===== src/rtl/pipe_hazard_ctrl_if.sv =====
// Hazard-controller bundle: hazard inputs from ID/EX/MEM and the per-stage pipeline controls.
// The controller uses the master modport. The pipeline uses the slave modport.
interface pipe_hazard_ctrl_if #(
  parameter int CNT_W = 32
) ();
  logic             ld_use_i;
  logic             ex_busy_i;
  logic             redirect_i;
  logic [63:0]      redirect_pc_i;
  logic             mem_busy_i;
  logic [1:0]       ctrl_if_id_o;
  logic [1:0]       ctrl_id_ex_o;
  logic [1:0]       ctrl_ex_mem_o;
  logic [1:0]       ctrl_mem_wb_o;
  logic             pc_wen_o;
  logic             pc_redirect_o;
  logic [63:0]      pc_target_o;
  logic [CNT_W-1:0] stall_cnt_o;
  logic             timeout_o;

  modport master (
    input  ld_use_i, ex_busy_i, redirect_i, redirect_pc_i, mem_busy_i,
    output ctrl_if_id_o, ctrl_id_ex_o, ctrl_ex_mem_o, ctrl_mem_wb_o,
    output pc_wen_o, pc_redirect_o, pc_target_o, stall_cnt_o, timeout_o
  );

  modport slave (
    output ld_use_i, ex_busy_i, redirect_i, redirect_pc_i, mem_busy_i,
    input  ctrl_if_id_o, ctrl_id_ex_o, ctrl_ex_mem_o, ctrl_mem_wb_o,
    input  pc_wen_o, pc_redirect_o, pc_target_o, stall_cnt_o, timeout_o
  );
endinterface


===== src/rtl/pipe_hazard_ctrl.sv =====
// Central hazard controller for the 5-stage pipeline: per-stage load/bubble/hold controls,
// PC redirect (including one held across a memory stall), stall counter and memory watchdog.
module pipe_hazard_ctrl #(
  parameter int MEM_TIMEOUT = 256,
  parameter int CNT_W       = 32
) (
  input logic               clk,
  input logic               rst,
  pipe_hazard_ctrl_if.master hz
);
  localparam logic [1:0] CTRL_DEFAULT = 2'b00;
  localparam logic [1:0] CTRL_BUBBLE  = 2'b01;
  localparam logic [1:0] CTRL_STALLED = 2'b10;

  localparam int              WD_W   = (MEM_TIMEOUT > 1) ? $clog2(MEM_TIMEOUT) : 1;
  localparam logic [WD_W-1:0] WD_MAX = WD_W'(MEM_TIMEOUT - 1);

  logic             pend_vld_q, pend_vld_d;
  logic [63:0]      pend_pc_q, pend_pc_d;
  logic [CNT_W-1:0] stall_cnt_q, stall_cnt_d;
  logic [WD_W-1:0]  wd_cnt_q, wd_cnt_d;
  logic             timeout_q, timeout_d;

  logic [1:0]  ctrl_if_id, ctrl_id_ex, ctrl_ex_mem, ctrl_mem_wb;
  logic        pc_wen, pc_redirect;
  logic [63:0] pc_target;
  logic        any_stall;

  always_comb begin
    ctrl_if_id  = CTRL_DEFAULT;
    ctrl_id_ex  = CTRL_DEFAULT;
    ctrl_ex_mem = CTRL_DEFAULT;
    ctrl_mem_wb = CTRL_DEFAULT;
    pc_wen      = 1'b1;
    pc_redirect = 1'b0;
    pc_target   = 64'd0;
    pend_vld_d  = pend_vld_q;
    pend_pc_d   = pend_pc_q;

    if (hz.mem_busy_i) begin
      ctrl_if_id  = CTRL_STALLED;
      ctrl_id_ex  = CTRL_STALLED;
      ctrl_ex_mem = CTRL_STALLED;
      ctrl_mem_wb = CTRL_BUBBLE;
      pc_wen      = 1'b0;
      // EX is frozen, so only the first redirect of a stall can be genuine.
      if (hz.redirect_i && !pend_vld_q) begin
        pend_vld_d = 1'b1;
        pend_pc_d  = hz.redirect_pc_i;
      end
    end else if (pend_vld_q) begin
      pc_redirect = 1'b1;
      pc_target   = pend_pc_q;
      ctrl_if_id  = CTRL_BUBBLE;
      ctrl_id_ex  = CTRL_BUBBLE;
      pend_vld_d  = 1'b0;
    end else if (hz.ex_busy_i) begin
      ctrl_if_id  = CTRL_STALLED;
      ctrl_id_ex  = CTRL_STALLED;
      ctrl_ex_mem = CTRL_BUBBLE;
      pc_wen      = 1'b0;
    end else if (hz.redirect_i) begin
      // The squashed younger instruction makes any load-use hazard moot.
      pc_redirect = 1'b1;
      pc_target   = hz.redirect_pc_i;
      ctrl_if_id  = CTRL_BUBBLE;
      ctrl_id_ex  = CTRL_BUBBLE;
    end else if (hz.ld_use_i) begin
      ctrl_if_id  = CTRL_STALLED;
      ctrl_id_ex  = CTRL_BUBBLE;
      pc_wen      = 1'b0;
    end

    if (!rst) begin
      ctrl_if_id  = CTRL_BUBBLE;
      ctrl_id_ex  = CTRL_BUBBLE;
      ctrl_ex_mem = CTRL_BUBBLE;
      ctrl_mem_wb = CTRL_BUBBLE;
      pc_wen      = 1'b0;
      pc_redirect = 1'b0;
      pc_target   = 64'd0;
    end
  end

  always_comb begin
    any_stall = (ctrl_if_id == CTRL_STALLED) || (ctrl_id_ex == CTRL_STALLED) ||
                (ctrl_ex_mem == CTRL_STALLED) || (ctrl_mem_wb == CTRL_STALLED);
    stall_cnt_d = stall_cnt_q;
    if (any_stall && (stall_cnt_q != {CNT_W{1'b1}})) begin
      stall_cnt_d = stall_cnt_q + 1'b1;
    end
    wd_cnt_d  = '0;
    timeout_d = timeout_q;
    if (hz.mem_busy_i) begin
      wd_cnt_d = (wd_cnt_q == WD_MAX) ? wd_cnt_q : wd_cnt_q + 1'b1;
      if (wd_cnt_q == WD_MAX) begin
        timeout_d = 1'b1;
      end
    end
  end

  always_ff @(posedge clk or negedge rst) begin
    if (!rst) begin
      pend_vld_q  <= 1'b0;
      pend_pc_q   <= 64'd0;
      stall_cnt_q <= '0;
      wd_cnt_q    <= '0;
      timeout_q   <= 1'b0;
    end else begin
      pend_vld_q  <= pend_vld_d;
      pend_pc_q   <= pend_pc_d;
      stall_cnt_q <= stall_cnt_d;
      wd_cnt_q    <= wd_cnt_d;
      timeout_q   <= timeout_d;
    end
  end

  assign hz.ctrl_if_id_o  = ctrl_if_id;
  assign hz.ctrl_id_ex_o  = ctrl_id_ex;
  assign hz.ctrl_ex_mem_o = ctrl_ex_mem;
  assign hz.ctrl_mem_wb_o = ctrl_mem_wb;
  assign hz.pc_wen_o      = pc_wen;
  assign hz.pc_redirect_o = pc_redirect;
  assign hz.pc_target_o   = pc_target;
  assign hz.stall_cnt_o   = stall_cnt_q;
  assign hz.timeout_o     = timeout_q;
endmodule


===== src/flat_wrapper.sv =====
// flat-port wrapper written by rule: the top's interface ports become plain ports
module pipe_hazard_ctrl_flat 
#(
  parameter int MEM_TIMEOUT = 256,
  parameter int CNT_W       = 32
)
  (clk, rst, hz_ld_use_i, hz_ex_busy_i, hz_redirect_i, hz_redirect_pc_i, hz_mem_busy_i, hz_ctrl_if_id_o, hz_ctrl_id_ex_o, hz_ctrl_ex_mem_o, hz_ctrl_mem_wb_o, hz_pc_wen_o, hz_pc_redirect_o, hz_pc_target_o, hz_stall_cnt_o, hz_timeout_o);
  pipe_hazard_ctrl_if #(.CNT_W(CNT_W)) hz_i ();
  input logic clk;
  input logic rst;
  input wire logic [$bits(hz_i.ld_use_i)-1:0] hz_ld_use_i;
  input wire logic [$bits(hz_i.ex_busy_i)-1:0] hz_ex_busy_i;
  input wire logic [$bits(hz_i.redirect_i)-1:0] hz_redirect_i;
  input wire logic [$bits(hz_i.redirect_pc_i)-1:0] hz_redirect_pc_i;
  input wire logic [$bits(hz_i.mem_busy_i)-1:0] hz_mem_busy_i;
  output wire logic [$bits(hz_i.ctrl_if_id_o)-1:0] hz_ctrl_if_id_o;
  output wire logic [$bits(hz_i.ctrl_id_ex_o)-1:0] hz_ctrl_id_ex_o;
  output wire logic [$bits(hz_i.ctrl_ex_mem_o)-1:0] hz_ctrl_ex_mem_o;
  output wire logic [$bits(hz_i.ctrl_mem_wb_o)-1:0] hz_ctrl_mem_wb_o;
  output wire logic [$bits(hz_i.pc_wen_o)-1:0] hz_pc_wen_o;
  output wire logic [$bits(hz_i.pc_redirect_o)-1:0] hz_pc_redirect_o;
  output wire logic [$bits(hz_i.pc_target_o)-1:0] hz_pc_target_o;
  output wire logic [$bits(hz_i.stall_cnt_o)-1:0] hz_stall_cnt_o;
  output wire logic [$bits(hz_i.timeout_o)-1:0] hz_timeout_o;
  assign hz_i.ld_use_i = hz_ld_use_i;
  assign hz_i.ex_busy_i = hz_ex_busy_i;
  assign hz_i.redirect_i = hz_redirect_i;
  assign hz_i.redirect_pc_i = hz_redirect_pc_i;
  assign hz_i.mem_busy_i = hz_mem_busy_i;
  assign hz_ctrl_if_id_o = hz_i.ctrl_if_id_o;
  assign hz_ctrl_id_ex_o = hz_i.ctrl_id_ex_o;
  assign hz_ctrl_ex_mem_o = hz_i.ctrl_ex_mem_o;
  assign hz_ctrl_mem_wb_o = hz_i.ctrl_mem_wb_o;
  assign hz_pc_wen_o = hz_i.pc_wen_o;
  assign hz_pc_redirect_o = hz_i.pc_redirect_o;
  assign hz_pc_target_o = hz_i.pc_target_o;
  assign hz_stall_cnt_o = hz_i.stall_cnt_o;
  assign hz_timeout_o = hz_i.timeout_o;
  pipe_hazard_ctrl #(.MEM_TIMEOUT(MEM_TIMEOUT), .CNT_W(CNT_W)) u_core (.clk(clk), .rst(rst), .hz(hz_i));
endmodule

===== config.mk =====
export PLATFORM = sky130hd
export DESIGN_NAME = pipe_hazard_ctrl_flat
export DESIGN_NICKNAME = d
export VERILOG_FILES = /design/src/rtl/pipe_hazard_ctrl_if.sv /design/src/rtl/pipe_hazard_ctrl.sv /design/src/flat_wrapper.sv
export SDC_FILE = /design/constraint.sdc
export NUM_CORES = 1
export LEC_CHECK = 0
export ABC_AREA = 1
export CELL_PAD_IN_SITES_DETAIL_PLACEMENT = 1
export CELL_PAD_IN_SITES_GLOBAL_PLACEMENT = 2
export CORE_MARGIN = 2
export CORE_UTILIZATION = 26
export DETAILED_ROUTE_END_ITERATION = 6
export PLACE_DENSITY = 0.91
export SLEW_MARGIN = 30
export SYNTH_ARGS = -nofsm -noshare
export SYNTH_HDL_FRONTEND = slang
export SYNTH_SLANG_ARGS = --single-unit

===== constraint.sdc =====
create_clock -name clk -period 3.07 [get_ports clk]
set_input_delay 0.921 -clock clk [delete_from_list [all_inputs] [get_ports clk]]
set_output_delay 0.921 -clock clk [all_outputs]
set_load 0.01 [all_outputs]

Yosys cells after proc, flatten, opt, wreduce, memory -nomap -nowiden
Index checks and enable logic that the tools add are counted.
{"block": "word_totals", "ff_bits": 106, "inputBits": 70, "out_inout_bits": 107}
{"block": "op_classes", "n_addsub": 2, "n_eq_ne": 8, "muxes": 38, "n_reduce_logical": 8}
{"op": "two-way mux 64 bit", "count": 5}
{"op": "adder 32 x 1 -> 32 bit (second input constant)", "count": 1}
{"op": "inequality test 32 bit (second input constant)", "count": 1}
{"op": "two-way mux 2 bit", "count": 14}
{"op": "two-way mux 1 bit", "count": 17}
{"op": "two-way mux 8 bit", "count": 2}
{"op": "adder 8 x 1 -> 8 bit (second input constant)", "count": 1}
{"op": "== test 8 bit (second input constant)", "count": 1}
{"op": "== test 2 bit (second input constant)", "count": 3}
{"op": "AND reduction 2 bit", "count": 2}
{"op": "logical OR 1 bit", "count": 3}
{"op": "== test 1 x 2 -> 1 bit (second input constant)", "count": 1}
{"op": "logical AND 1 bit", "count": 2}
{"op": "inequality test 2 x 1 -> 1 bit (second input constant)", "count": 1}
{"op": "inequality test 2 bit (second input constant)", "count": 1}
{"op": "zero test 1 bit", "count": 1}

Logic depth before layout (Yosys ltp)
Gate-level depths: netlist of run 1.
{"block": "depth", "word_depth": 11, "mapped_depth": 11}

Worst setup path after synthesis of run 1
Ideal clock, no wire load.
{"block": "synth_timing", "path_kind": "input to output", "from": "input hz_mem_busy_i", "to": "output hz_pc_target_o[44]", "arrival_ps": 1862, "setup_slack_ps": 287, "stages": 6, "cell_sequence": "buf_2 -> nor2_1 -> buf_2 -> clkbuf_1 -> o211ai_1 -> inv_1"}
{"block": "synth_via", "elab_chain_len": 2}
{"item": "from (decl)", "line_no": "flat_wrapper.sv:15", "text": "input wire logic [$bits(hz_i.mem_busy_i)-1:0] hz_mem_busy_i;"}
{"item": "two-way mux 64 bit", "line_no": "pipe_hazard_ctrl.sv:40", "text": "if (hz.mem_busy_i) begin"}
{"item": "two-way mux 64 bit", "line_no": "pipe_hazard_ctrl.sv:74", "text": "if (!rst) begin"}
{"item": "to (decl)", "line_no": "flat_wrapper.sv:22", "text": "output wire logic [$bits(hz_i.pc_target_o)-1:0] hz_pc_target_o;"}
Every way passes these cells.

Worst setup path in the final report of run 1
{"block": "layout_timing", "from": "input hz_redirect_i", "to": "output hz_pc_target_o[32]"}
{"block": "layout_via", "elab_chain_len": 5}
{"item": "from (decl)", "line_no": "flat_wrapper.sv:13", "text": "input wire logic [$bits(hz_i.redirect_i)-1:0] hz_redirect_i;"}
{"item": "two-way mux 64 bit", "line_no": "pipe_hazard_ctrl.sv:62", "text": "end else if (hz.redirect_i) begin"}
{"item": "two-way mux 64 bit", "line_no": "pipe_hazard_ctrl.sv:57", "text": "end else if (hz.ex_busy_i) begin"}
{"item": "two-way mux 64 bit", "line_no": "pipe_hazard_ctrl.sv:51", "text": "end else if (pend_vld_q) begin"}
{"item": "two-way mux 64 bit", "line_no": "pipe_hazard_ctrl.sv:40"}
{"item": "two-way mux 64 bit", "line_no": "pipe_hazard_ctrl.sv:74"}
Every way passes these cells.

==> flow_metrics.py, run 1 <==
metrics = {
    "finish": {
        "area.growth.synth_to_final_pct": 41.0,
        "finalCoreUtilization": 0.373,
        "final_nets": 1169,
        "fillers": 3024,
        "multi_input_combinational_cell_area_um2": 2990,
        "drive_gt1_frac": 0.150,
        "seq_area_um2": 2650,
    },
    "global_route": {
        "grt_overflow_total": 0,
        "maximum_number_of_pins_on_one_net_before_global_route_repair": 129,
        "via_count_of_the_first_global_routing_pass": 6818,
        "wire_length_of_the_first_global_routing_pass_mm": 36.7,
        "total_track_usage": 0.177,
        "grt_antenna_before_repair": 1,
    },
    "cts": {
        "ctsRootBufferMaster": "sky130_fd_sc_hd__clkbuf_16",
        "insertion_delay_ns": 0.35,
        "clkTransAtPathRegs_ns": 0.08,
        "cts_buffers": 9,
        "count_of_hold_fix_buffers_inserted_at_cts": 0,
        "tritoncts_clock_tree": "done",
        "cts-root-to-sink-buffers": 2,
        "clock-sinks": 106,
        "cts.htree.levels": 3,
    },
    "timing": {
        "max_slew_margin_vs_limit": 0.490,
        "final_min_period_over_clock_period": 0.987,
        "worst_clock_skew_ns": 0.00841,
        "actual_slew_at_the_worst_max_slew_pin_ns": 0.765,
        "final_hold_vio_count": 0,
        "fmaxAchievable_mhz": 330,
        "report.final.slew_viol_count": 0,
        "min_period_ns": 3.03,
        "finalSetupViolCount": 0,
        "final.setup.tns_ns": 0,
        "layout_setup_ws_ns": 0.0389,
        "hold_ws_ns": 0.489,
        "unrepaired_setup_endpoints_after_global_routing": "true",
    },
    "worst_setup_path": {
        "crit_path_max_fanout": 16,
        "end_kind": "output pin",
        "worst_ep_required_time_ns": 2.15,
        "critPathSlowestCell": "sky130_fd_sc_hd__clkdlybuf4s15_2",
        "worstSetupPathType": "input pin to output pin",
        "timing.critical_path.mode_cell": "sky130_fd_sc_hd__clkdlybuf4s15_2",
        "cp_num_buf_inv": 6,
        "setup.worst_path.start_class": "input pin",
        "path_delay_family": "buffers and inverters",
        "critical_path_data_arrival_time_ns": 2.11,
        "critical_path.cell_chain": "clkdlybuf4s15_2 > inv_2 > nor2_4 > inv_4 > buf_12 > o21ai_1 > o211ai_1 > inv_1 > clkdlybuf4s15_2",
        "timing.critical_path.slowest_cell_delay_ns": 0.22,
    },
    "pwr": {
        "power_density_nw_per_um2": 400,
        "power.static_leakage_uw": 0.00464,
        "vdd_drop_max_uv": 285,
    },
    "yosys": {
        "yosys.cell_types.count": 33,
        "flip_flop_and_latch_count_after_synthesis": 106,
        "net_count_of_the_mapped_netlist": 994,
        "postSynthAreaPerCell_um2": 6.96,
        "synth_sequential_area_ratio": 0.414,
        "synthesis.instances": 922,
        "yosysTopAreaCell": "sky130_fd_sc_hd__dfrtp_1",
        "synth.area.top_cells": "sky130_fd_sc_hd__dfrtp_1, sky130_fd_sc_hd__nand2_1, sky130_fd_sc_hd__o21ai_0, sky130_fd_sc_hd__inv_1, sky130_fd_sc_hd__o211ai_1",
        "synthesis.yosys.warnings": 0,
        "post_synth_instance_area_um2": 6410,
        "synth_top_area_frac": 0.414,
    },
    "place": {
        "gpl.final_weighted_congestion": 0.780,
        "post-dp-hpwl_mm": 16.0,
        "place_ws_ns": -0.726,
        "port_buffers": 175,
    },
    "drt": {
        "viasPerCell": 4.60,
        "vias": 6563,
        "highest-signal-layer": "met4",
        "wl_met1_mm": 10.9,
        "wl_met2_mm": 11.0,
        "route.final.wire_length_mm": 23.2,
        "first_iter_violations": 268,
        "met3WireLength_mm": 1.01,
        "drc": 0,
        "post_drt_wl_per_cell_um": 16.2,
        "number_of_iterations_in_the_first_detailed_routing_pass": 4,
        "drtAntennaViolNets": 0,
    },
    "floorplan": {
        "floorplan.rows": 57,
        "die_boundary_height_um": 161,
        "pin_count": 177,
        "initial_core_util": 0.264,
        "floorplan.die_area_um2": 25900,
        "die_width_um": 161,
        "core_area_um2": 24200,
    },
    "hold_path": {
        "hold_class": "register to register",
    },
    "status": {
        "status": "finished, final reports clean",
    },
    "job": {
        "max_cap_violations": 0,
    },
}
[layer usage]
| metal | track usage | up-vias |
|---|---|---|
| met5 | 0 | - |
| met4 | 0.0353 | 0 |
| met3 | 0.0344 | 13 |
| met2 | 0.302 | 145 |
| met1 | 0.235 | 3156 |
| li1 | - | 3249 |
[kinds of logic (layout without fill, tap and decap cells)]
group	after synthesis	in the layout	synth area share
and+or+nand+nor	377	377	0.241
AOI/OAI and AO/OA	206	206	0.187
DFF	106	106	0.414
other	1	2	0.000585
xor gates and xnor gates	13	13	0.0178
buffers and inverters	217	397	0.136
adders and majority gates	2	2	0.00390
[through the flow]
step                instances  total power [µW]  instance area [µm²]
finish                   1427              3620                 9040
detailed placement       1401              2480                 8640
global route             1426              3830                 9040
CTS                      1424              3650                 9000
floorplan                 922              2060                 6410
global placement         1401              2450                 8640
[synth_stat cells]
| cell type | count |
|---|---|
| sky130_fd_sc_hd__buf_4 | 1 |
| sky130_fd_sc_hd__nor2_1 | 66 |
| sky130_fd_sc_hd__a21oi_1 | 3 |
| sky130_fd_sc_hd__nand3_1 | 24 |
| sky130_fd_sc_hd__nor2_4 | 1 |
| sky130_fd_sc_hd__o21ai_1 | 1 |
| sky130_fd_sc_hd__nor2_8 | 1 |
| sky130_fd_sc_hd__conb_1 | 1 |
| sky130_fd_sc_hd__or2_2 | 1 |
| sky130_fd_sc_hd__o21ai_0 | 135 |
| sky130_fd_sc_hd__xnor2_1 | 7 |
| sky130_fd_sc_hd__buf_1 | 1 |
| sky130_fd_sc_hd__nand4_1 | 2 |
| sky130_fd_sc_hd__nor3_1 | 6 |
| sky130_fd_sc_hd__xor2_1 | 6 |
| sky130_fd_sc_hd__a31oi_1 | 1 |
| sky130_fd_sc_hd__o31ai_1 | 2 |
| sky130_fd_sc_hd__clkinv_1 | 1 |
| sky130_fd_sc_hd__buf_2 | 7 |
| sky130_fd_sc_hd__nor2_2 | 2 |
| sky130_fd_sc_hd__nand2_1 | 260 |
| sky130_fd_sc_hd__clkbuf_1 | 34 |
| sky130_fd_sc_hd__buf_6 | 4 |
| sky130_fd_sc_hd__nand2_2 | 11 |
| sky130_fd_sc_hd__nand2_4 | 2 |
| sky130_fd_sc_hd__dfrtp_1 | 106 |
| sky130_fd_sc_hd__inv_6 | 1 |
| sky130_fd_sc_hd__inv_1 | 165 |
| sky130_fd_sc_hd__buf_8 | 1 |
| sky130_fd_sc_hd__o211ai_1 | 64 |
| sky130_fd_sc_hd__ha_1 | 2 |
| sky130_fd_sc_hd__inv_2 | 2 |
| sky130_fd_sc_hd__nand2_8 | 1 |
[cells in the final DEF (no fill, tap or decap), types with 23 or more instances in the layout]
| cell type | instances |
|---|---|
| sky130_fd_sc_hd__o211ai_1 | 64 |
| sky130_fd_sc_hd__nor2_1 | 61 |
| sky130_fd_sc_hd__inv_1 | 163 |
| sky130_fd_sc_hd__buf_4 | 24 |
| sky130_fd_sc_hd__buf_2 | 34 |
| sky130_fd_sc_hd__dfrtp_1 | 106 |
| sky130_fd_sc_hd__clkdlybuf4s50_1 | 100 |
| sky130_fd_sc_hd__nand3_1 | 23 |
| sky130_fd_sc_hd__nand2_1 | 260 |
| sky130_fd_sc_hd__o21ai_1 | 38 |
| sky130_fd_sc_hd__o21ai_0 | 82 |
[where the power goes]
part	internal [µW]	switching [µW]	leakage (µW)	total, µW
combinational	367	436	0.00314	803
sequential	1560	120	0.00137	1680
clock	563	576	0.000134	1140
[area by class of cell]
type,instances,share of cell area
Antenna cell,1,0.000277
Clock buffer,10,0.0253
Clock inverter,6,0.00567
Inverter,169,0.0711
Multi-Input combinational cell,599,0.330
Sequential cell,106,0.293
Tap cell,324,0.0448
Timing Repair Buffer,212,0.229
[state kept, by name (all words and copies together), names as in the netlist]
name	flops
u_core.wd_cnt_q	8
u_core.pend_vld_q	1
u_core.hz.timeout_o	1
u_core.pend_pc_q	64
u_core.hz.stall_cnt_o	32
[worst min-delay path, cell delays in order, from the launching register on]
cell	delay, ns
sky130_fd_sc_hd__dfrtp_1	0.35
sky130_fd_sc_hd__nand2_1	0.05
sky130_fd_sc_hd__o21ai_0	0.06
[timing repair]
action / 4_1_cts / 5_1_grt
pin swaps: 3 / 3
resized for setup: 279 / 45
setup buffers: 1 / 1
setup endpoints to repair: 73 / 67
gates cloned: 6 / 1
[path summary, 6_finish.rpt]
check | start | endpoint | slack, ns | cells after the start
setup reg to reg | u_core.hz.stall_cnt_o[0] | u_core.hz.stall_cnt_o[8] | 1.12 | 10
min in group asynchronous | rst | u_core.pend_pc_q[60] | 0.54 | 2
setup / recovery | hz_redirect_i | hz_pc_target_o[32] | 0.04 | 9
hold reg to reg | u_core.pend_pc_q[32] | u_core.pend_pc_q[32] | 0.49 | 2
hold / removal | u_core.pend_pc_q[32] | u_core.pend_pc_q[32] | 0.49 | 2
max in group asynchronous | rst | u_core.hz.stall_cnt_o[30] | 1.22 | 4
No activity file was read; power rests on OpenSTA's default activity.
==> run 2: changes to the inputs <==
Settings changed: PLACE_DENSITY 0.91 to default, PLACE_DENSITY_LB_ADDON from default to 0.1.
==> flow_metrics.py, run 2 (synthesized netlist as in run 1, its figures left out) <==
metrics = {
    "cts": {
        "ctsRootBufferMaster": "sky130_fd_sc_hd__clkbuf_16",
        "tritoncts_clock_tree": "done",
        "insertion_delay_ns": 0.36,
        "clkTransAtPathRegs_ns": 0.07,
        "count_of_hold_fix_buffers_inserted_at_cts": 0,
        "cts_buffers": 9,
        "cts.htree.levels": 3,
        "cts-root-to-sink-buffers": 2,
        "clock-sinks": 106,
    },
    "global_route": {
        "global_route.usage.met1": 0.253,
        "grt_overflow_total": 0,
        "maximum_number_of_pins_on_one_net_before_global_route_repair": 89,
        "wire_length_of_the_first_global_routing_pass_mm": 37.7,
        "grt_antenna_before_repair": 0,
        "via_count_of_the_first_global_routing_pass": 6827,
        "total_track_usage": 0.184,
        "busiest_layer": "met2",
        "grtUsageMet3": 0.0275,
        "groute.layer.met2.usage": 0.305,
    },
    "drt": {
        "route.final.wire_length_mm": 23.1,
        "post_drt_wl_per_cell_um": 16.1,
        "drtAntennaViolNets": 0,
        "drc": 0,
        "viasPerCell": 4.51,
        "vias": 6485,
        "first_iter_violations": 263,
        "number_of_iterations_in_the_first_detailed_routing_pass": 4,
    },
    "worst_setup_path": {
        "r2r-start": "u_core.hz.stall_cnt_o[0]",
        "critPathSlowestCell": "sky130_fd_sc_hd__dlygate4sd2_1",
        "worstSetupPathType": "input pin to output pin",
        "critical_path.cell_chain": "buf_8 > nor2_4 > inv_4 > buf_4 > buf_16 > o21ai_0 > o211ai_1 > inv_1 > dlygate4sd2_1",
        "critical_path.reg2reg.endpoint": "u_core.hz.stall_cnt_o[12]",
        "setup.worst_path.start_class": "input pin",
        "crit_path_max_fanout": 32,
        "worst_ep_required_time_ns": 2.15,
        "end_kind": "output pin",
        "r2r_setup_slack_ns": 1.10,
        "critical_path_data_arrival_time_ns": 2.10,
        "timing.critical_path.slowest_cell_delay_ns": 0.26,
        "reg2reg_depth": 10,
    },
    "place": {
        "gpl.final_weighted_congestion": 0.741,
        "detailed_place.area_um2": 8690,
        "post-dp-hpwl_mm": 15.8,
        "place_ws_ns": -0.689,
        "port_buffers": 175,
    },
    "finish": {
        "largest_register_ffs": 64,
        "drive_gt1_frac": 0.114,
        "finalInstanceArea_um2": 9200,
        "num_antenna_cells": 0,
        "layout_common_cells": "sky130_fd_sc_hd__nand2_1, sky130_fd_sc_hd__inv_1, sky130_fd_sc_hd__dfrtp_1, sky130_fd_sc_hd__clkdlybuf4s50_1, sky130_fd_sc_hd__o21ai_0",
        "final_common_cell": "sky130_fd_sc_hd__nand2_1",
        "top_register": "u_core.pend_pc_q",
        "area.growth.synth_to_final_pct": 43.5,
        "final_nets": 1181,
        "fillers": 2993,
    },
    "timing": {
        "unrepaired_setup_endpoints_after_global_routing": "true",
        "min_period_ns": 3.02,
        "worst_clock_skew_ns": 0.0136,
        "max_slew_margin_vs_limit": 0.547,
        "final_min_period_over_clock_period": 0.985,
        "layout_setup_ws_ns": 0.0455,
        "finalSetupViolCount": 0,
        "actual_slew_at_the_worst_max_slew_pin_ns": 0.680,
        "final.setup.tns_ns": 0,
        "report.final.slew_viol_count": 0,
        "fmaxAchievable_mhz": 331,
        "final_hold_vio_count": 0,
    },
    "floorplan": {
        "floorplan.rows": 57,
        "core_area_um2": 24200,
        "floorplan.die_area_um2": 25900,
        "pin_count": 177,
        "die_boundary_height_um": 161,
        "initial_core_util": 0.264,
        "die_width_um": 161,
    },
    "pwr": {
        "power_density_nw_per_um2": 407,
        "power.static_leakage_uw": 0.00474,
        "totalPowerFinal_uw": 3740,
        "vdd_drop_max_uv": 242,
    },
    "hold_path": {
        "holdPathStages": 1,
        "hold_path_startpoint": "u_core.hz.timeout_o",
        "worst_hold_path.endpoint": "u_core.hz.timeout_o",
        "hold_class": "register to register",
    },
    "job": {
        "max_cap_violations": 0,
    },
    "status": {
        "status": "finished, final reports clean",
    },
}
-- run 2: cell types whose count changed in the layout (fill, tap and decap cells not counted), moves of 10 or more --
cell                              delta
sky130_fd_sc_hd__buf_2              -32
sky130_fd_sc_hd__buf_4              +10
sky130_fd_sc_hd__clkdlybuf4s15_1    +15
sky130_fd_sc_hd__clkdlybuf4s15_2    -11
sky130_fd_sc_hd__dlygate4sd2_1      +23
sky130_fd_sc_hd__o21ai_0            +14
sky130_fd_sc_hd__o21ai_2            -12
-- run 2: per-stage QoR --
stage	std cells	hold slack, ns	util
final	1438	0.479	0.379
after floorplan	922	0.454	-
after detailed placement	1407	0.463	0.358
after global routing	1438	0.514	0.379
after global placement	1407	0.462	0.358
after CTS	1438	0.482	0.380
-- run 2: worst max-delay path, delay by kind of cell --
kind	cells	cell delay (ns)
AO/OA/AOI/OAI	2	0.28
buffers and inverters	6	0.80
AND/OR/NAND/NOR	1	0.11
-- run 2: worst max path at each step --
stage	depth (start not counted)	to	startpoint
2_1_floorplan	6	hz_pc_target_o[44]	hz_mem_busy_i
3_3_place_gp	9	hz_pc_target_o[42]	hz_redirect_i
3_5_place_dp	8	hz_pc_target_o[42]	hz_ex_busy_i
4_1_cts	12	hz_pc_target_o[42]	hz_redirect_i
5_1_grt	9	hz_pc_target_o[1]	hz_ex_busy_i
6_report	9	hz_pc_target_o[1]	hz_ex_busy_i
-- run 2: what timing repair did --
item / in CTS / in global routing
resized for setup: 147 / 78
setup endpoints to repair: 73 / 64
pin swaps: 3 / 3
setup buffers: 11 / 1
cloned: 4 / 0
-- run 2: power by group --
part / internal [µW] / total (µW) / switching [µW] / leakage (µW)
clock: 683 / 1270 / 585 / 0.000152
sequential: 1560 / 1680 / 122 / 0.00137
combinational: 373 / 796 / 423 / 0.00322
total: 2610 / 3740 / 1130 / 0.00474
-- run 2: layout make-up --
cell class / count / area, µm² / share of cell area
timing repair buffer: 224 / 2250 / 0.245
inverter: 169 / 643 / 0.0699
clock buffer: 11 / 253 / 0.0275
tap: 324 / 405 / 0.0441
sequential: 106 / 2650 / 0.288
clock inverter: 5 / 60.1 / 0.00653
multi-input combinational: 599 / 2930 / 0.319
-- run 2: metal layers --
layer	vias to the layer above	wire length, µm
met4	0	260
li1	3267	-
met1	3076	11100
met5	-	0
met2	126	10900
met3	16	871
